--- src/rtl/program_loader.sv ---
// Program loader: streams 128 bytes into a 32-word instruction image, holds the
// core in reset for HOLD_CYCLES cycles after the last byte, then releases it.
// Optional build macro PROGRAM_LOADER_CHECKSUM_EN adds a trailing mod-256
// checksum byte; a mismatch sets the sticky err flag and aborts to idle.
module program_loader #(
    parameter int unsigned HOLD_CYCLES = 4
) (
    input  logic          clk,
    input  logic          rst,
    input  logic          start,
    input  logic          in_valid,
    input  logic [7:0]    in_data,
    output logic          in_ready,
    output logic [1023:0] i_memory_image,
    output logic          core_rstn,
    output logic          load_done,
    output logic [7:0]    byte_count,
    output logic          err
);

    typedef enum logic [1:0] {
        StIdle,
        StLoad,
        StHold,
        StRun
    } state_e;

    state_e          state_q;
    logic [1023:0]   image_q;
    logic [7:0]      count_q;
    logic [7:0]      hold_cnt_q;
    logic            in_ready_q;
    logic            core_rstn_q;
    logic            load_done_q;
    logic            accept;

    // in_ready_q is only ever high in StLoad, so it doubles as the load qualifier.
    assign accept = in_valid & in_ready_q;

`ifdef PROGRAM_LOADER_CHECKSUM_EN
    logic [7:0] sum_q;
    logic       err_q;

    // Load FSM with registered outputs, checksum variant.
    always_ff @(posedge clk or posedge rst) begin
        if (rst) begin
            state_q     <= StIdle;
            image_q     <= '0;
            count_q     <= '0;
            hold_cnt_q  <= '0;
            in_ready_q  <= 1'b0;
            core_rstn_q <= 1'b0;
            load_done_q <= 1'b0;
            sum_q       <= '0;
            err_q       <= 1'b0;
        end else begin
            unique case (state_q)
                StIdle, StRun: begin
                    if (start) begin
                        state_q     <= StLoad;
                        image_q     <= '0;
                        count_q     <= '0;
                        sum_q       <= '0;
                        err_q       <= 1'b0;
                        in_ready_q  <= 1'b1;
                        core_rstn_q <= 1'b0;
                        load_done_q <= 1'b0;
                    end
                end
                StLoad: begin
                    if (accept) begin
                        count_q <= count_q + 8'd1;
                        if (count_q[7]) begin
                            // Byte 128 is the checksum; it never lands in the image.
                            in_ready_q <= 1'b0;
                            if (in_data == sum_q) begin
                                state_q    <= StHold;
                                hold_cnt_q <= 8'(HOLD_CYCLES - 1);
                            end else begin
                                state_q <= StIdle;
                                err_q   <= 1'b1;
                            end
                        end else begin
                            image_q[{count_q[6:0], 3'b000} +: 8] <= in_data;
                            sum_q <= sum_q + in_data;
                        end
                    end
                end
                StHold: begin
                    if (hold_cnt_q == 8'd0) begin
                        state_q     <= StRun;
                        core_rstn_q <= 1'b1;
                        load_done_q <= 1'b1;
                    end else begin
                        hold_cnt_q <= hold_cnt_q - 8'd1;
                    end
                end
                default: state_q <= StIdle;
            endcase
        end
    end

    assign err = err_q;
`else
    // Load FSM with registered outputs, plain 128-byte variant.
    always_ff @(posedge clk or posedge rst) begin
        if (rst) begin
            state_q     <= StIdle;
            image_q     <= '0;
            count_q     <= '0;
            hold_cnt_q  <= '0;
            in_ready_q  <= 1'b0;
            core_rstn_q <= 1'b0;
            load_done_q <= 1'b0;
        end else begin
            unique case (state_q)
                StIdle, StRun: begin
                    if (start) begin
                        state_q     <= StLoad;
                        image_q     <= '0;
                        count_q     <= '0;
                        in_ready_q  <= 1'b1;
                        core_rstn_q <= 1'b0;
                        load_done_q <= 1'b0;
                    end
                end
                StLoad: begin
                    if (accept) begin
                        count_q <= count_q + 8'd1;
                        image_q[{count_q[6:0], 3'b000} +: 8] <= in_data;
                        if (count_q == 8'd127) begin
                            state_q    <= StHold;
                            in_ready_q <= 1'b0;
                            hold_cnt_q <= 8'(HOLD_CYCLES - 1);
                        end
                    end
                end
                StHold: begin
                    if (hold_cnt_q == 8'd0) begin
                        state_q     <= StRun;
                        core_rstn_q <= 1'b1;
                        load_done_q <= 1'b1;
                    end else begin
                        hold_cnt_q <= hold_cnt_q - 8'd1;
                    end
                end
                default: state_q <= StIdle;
            endcase
        end
    end

    assign err = 1'b0;
`endif

    assign in_ready       = in_ready_q;
    assign i_memory_image = image_q;
    assign core_rstn      = core_rstn_q;
    assign load_done      = load_done_q;
    assign byte_count     = count_q;

endmodule

--- config.mk ---
export PLATFORM = sky130hd
export DESIGN_NAME = program_loader
export DESIGN_NICKNAME = d
export VERILOG_FILES = /design/src/rtl/program_loader.sv
export SDC_FILE = /design/constraint.sdc
export NUM_CORES = 2
export LEC_CHECK = 0
export ABC_AREA = 0
export CAP_MARGIN = 20
export CORE_AREA = 10 10 398 400
export DETAILED_ROUTE_END_ITERATION = 10
export DIE_AREA = 0 0 408 410
export PLACE_DENSITY = 0.51
export REMOVE_ABC_BUFFERS = 1
export SKIP_LAST_GASP = 1
export SYNTH_ARGS = -nofsm -noshare
export SYNTH_HDL_FRONTEND = slang
export SYNTH_SLANG_ARGS = --single-unit
--- constraint.sdc ---
create_clock -name clk -period 29.6 [get_ports clk]
set_input_delay 2.96 -clock clk [delete_from_list [all_inputs] [get_ports clk]]
set_output_delay 2.96 -clock clk [all_outputs]
set_load 0.1 [all_outputs]
==> summary.md <==
| Metric | Value |
|---|---|
| Outcome | complete, no violations |
| Post-DP Area | 0.0568 mm² |
| Max Clock Skew | 0.0492 ns |
| Worst hold stages | 1 |
| CTS tree | yes |
| Startpoint class of the critical path | input port |
| Max layer used | met4 |
| Worst hold path startpoint | i_memory_image[372]$_DFFE_PP0P_ |
| Reg power frac | 0.460 |
| Commonest non-fill, non-tap cells in the layout | 1,044 x dfrtp_1, 977 x clkdlybuf4s50_1, 490 x nand2_1, 331 x mux2i_1, 220 x a32o_1 |
| Worst R2R Start | byte_count[0]$_DFFE_PP0P_ |
| Cell Area, Synth | 0.0439 mm² |
| Tot GR Track Use | 0.267 |
| Post-synth top flop | dfrtp_1 |
| Via density | 5.50 |
| Sw Share | 0.231 |
| Cells on worst reg2reg path | 7 |
| MaxCap Viol Count | 0 |
| Leak | 25.6 nW |
| Synth warn | 0 |
| Fmax | 0.147 GHz |
| Clk sinks | 1,044 |
| CTS Buf Count | 120 |
| FFs w/ async S/R, synth | 1.00 |
| Die ar. | 0.167 mm² |
| Post-synth EDFFs | 0 |
| R2R setup slack | 24.60 ns |
| Met2 WL | 110,000 µm |
| DIE WIDTH | 408 µm |
| TNS Setup | 0 ns |
| H-tree depth | 3 |
| Post-CTS Setup Inserts | 0 |
| WP data arrival | 7.54 ns |
| Largest net degree at the start of global routing | 177 |
| Placer Congestion | 0.863 |
| Clock share of power | 0.520 |
| Fin crit share | 0.230 |
| Metal3 WL | 19,600 µm |
| Crit path max fanout | 99 |
| Vias in the first global route | 37,800 |
| Clk slew on worst S/H paths | 0.06 ns |
| Share of cells above drive strength 1 | 0.115 |
| Root Driver | clkbuf_16 |
| Sequential fraction of the synthesis area | 0.596 |
| Worst-Skew Late Latency | 0.78 ns |
| Hold EP | i_memory_image[372]$_DFFE_PP0P_ |
| Number of setup violations in the final report | 0 |
| DRT Pass-1 Iters | 6 |
| Crit path required time | 30.34 ns |
| Drc violations | 0 |
| Pwr Total | 3.10 mW |
| Reg-to-reg endpoint | i_memory_image[49]$_DFFE_PP0P_ |
| Psw | 717 µW |
| CTS resizes | 0 |
| Total Routed Length | 234,000 µm |
| Dpl hpwl | 170,000 µm |
| Clock Path Buffers | 3 |
| Comb power frac | 0.020 |
| Io pins | 1,048 |
| CORE AREA | 0.151 mm² |
| Max rail drop VDD | 0.0523 mV |
| Power Internal | 2.39 mW |
| Relative slew slack | 0.160 |
| Syn Inst Count | 3,676 |
| # nets final | 4,701 |
| PD cells | 50.8 mW/mm² |
| Dpl cells | 6,582 |
| Final Critical Period | 6.80 ns |
| Crit. End Element | async pin |
| Area Growth Syn to Fin | 39.4% |
| Average size of a mapped cell | 11.9 µm² |
| Post-route insts no fill | 6,811 |
| Post-route design area | 0.0611 mm² |
| Post-CTS Hold Fix Bufs | 0 |
| Post-detailed-route wirelength per cell | 34.4 µm |
| Wl on met1 | 93,400 µm |
| Most common cell after layout, fill and taps aside | dfrtp_1 |
| RSZ-0062 raised after global routing | false |
| Die height | 410 µm |
| Gr ovfl total | 0 |
| Crit path kind | input port to async pin |
| Final Hold Vio Count | 0 |
| Initial Util | 0.291 |
| Worst slew pin tran | 1.24 ns |
| Post-route ant nets | 0 |
| IO buf count | 1,046 |
| Initial antenna violation count | 5 |
| Starting DRT DRC Count | 3,509 |
| Via Count | 37,500 |
| Max Slew Vio Count | 0 |
| First-pass GRT wire length | 322,000 µm |
| #FFs+latches synth | 1,044 |
| Num rows | 143 |
| Synth cell types | 83 |
| Hold Crit Class | flip-flop to flip-flop |
[worst max path at each step]
stage | start | endpoint
detailed placement | rst | i_memory_image[123]$_DFFE_PP0P_
CTS | rst | i_memory_image[127]$_DFFE_PP0P_
global placement | rst | i_memory_image[123]$_DFFE_PP0P_
floorplan | rst | byte_count[0]$_DFFE_PP0P_
global route | rst | i_memory_image[123]$_DFFE_PP0P_
finish | rst | i_memory_image[127]$_DFFE_PP0P_
[final cells by class]
| cell class | instances | area [µm²] |
|---|---|---|
| fill | 14600 | 89700 |
| timing repair buffer | 1175 | 11300 |
| sequential | 1044 | 26100 |
| clock inverter | 53 | 851 |
| inverter | 28 | 113 |
| clock buffer | 167 | 3400 |
| antenna | 3 | 7.51 |
| tap | 2030 | 2540 |
| multi-input combinational | 2311 | 16800 |
[state kept, by name, indices dropped and copies added (netlist names)]
signal and cells:
load_done 1, hold_cnt_q 8, in_ready 1, byte_count 8, state_q 2, i_memory_image 1024
[worst max-delay path: stages]
cell,delay [ns]
clkdlybuf4s50_1,0.49
inv_8,0.52
buf_4,0.76
buf_4,0.82
buf_4,0.80
buf_4,0.90
[per-layer routing]
layer | vias up | global-route usage
li1 | 15800 | -
met3 | 321 | 0.0825
met5 | - | 0
met4 | 0 | 0.107
met2 | 1584 | 0.436
met1 | 19800 | 0.329
[power groups by stage]
stage,Sequential [mW],Combinational [mW],Clock (mW)
finish,1.43,0.0636,1.61
global route,1.43,0.0697,1.69
CTS,1.43,0.0658,1.64
detailed placement,1.45,0.0658,0
global placement,1.45,0.0658,0
floorplan,1.46,0.0273,0
[synth_stat cells (7+ instances only)]
cell type / instances / area [µm²]
dfrtp_1: 1044 / 26100
nand2_1: 498 / 1870
mux2i_1: 331 / 3310
clkbuf_1: 239 / 897
a32o_1: 220 / 2200
a22o_1: 199 / 1740
o2bb2ai_1: 140 / 1230
nand3_1: 119 / 596
nor2_1: 112 / 420
o211ai_1: 94 / 706
a21oi_1: 82 / 410
nor3_1: 69 / 345
nand4_1: 51 / 319
o21ai_0: 48 / 240
mux2_2: 32 / 360
o31ai_1: 31 / 233
and3_1: 30 / 188
buf_2: 30 / 150
inv_1: 28 / 105
a31oi_1: 27 / 169
and2_1: 19 / 119
buf_1: 18 / 67.6
nand2b_1: 15 / 93.8
nor3_2: 14 / 140
o311ai_0: 13 / 114
nor2_2: 11 / 68.8
nor3_4: 11 / 179
ha_1: 9 / 113
a31o_2: 8 / 70.1
nor4_2: 7 / 87.6
o221ai_1: 7 / 61.3
o41ai_1: 7 / 61.3
[metrics by stage]
step	util	hold WS, ns	worst slack, ns
finish	0.405	0.489	22.80
CTS	0.405	0.490	22.66
global route	0.405	0.502	22.15
floorplan	-	0.492	-2.74
detailed placement	0.377	0.473	21.81
global placement	0.376	0.472	21.85
[kinds of logic (layout without fill, tap and decap cells)]
kind of cell / Yosys count / count (layout) / share of synthesized area
compound gates: 929 / 929 / 0.177
xor+xnor: 9 / 9 / 0.00180
fa+ha+maj: 9 / 9 / 0.00257
buf+inv: 321 / 1423 / 0.0289
flops: 1044 / 1044 / 0.596
mux: 363 / 363 / 0.0837
other cells: 1 / 4 / 0.0000855
simple gates: 1000 / 1000 / 0.110
No activity file was read; power rests on OpenSTA's default activity.
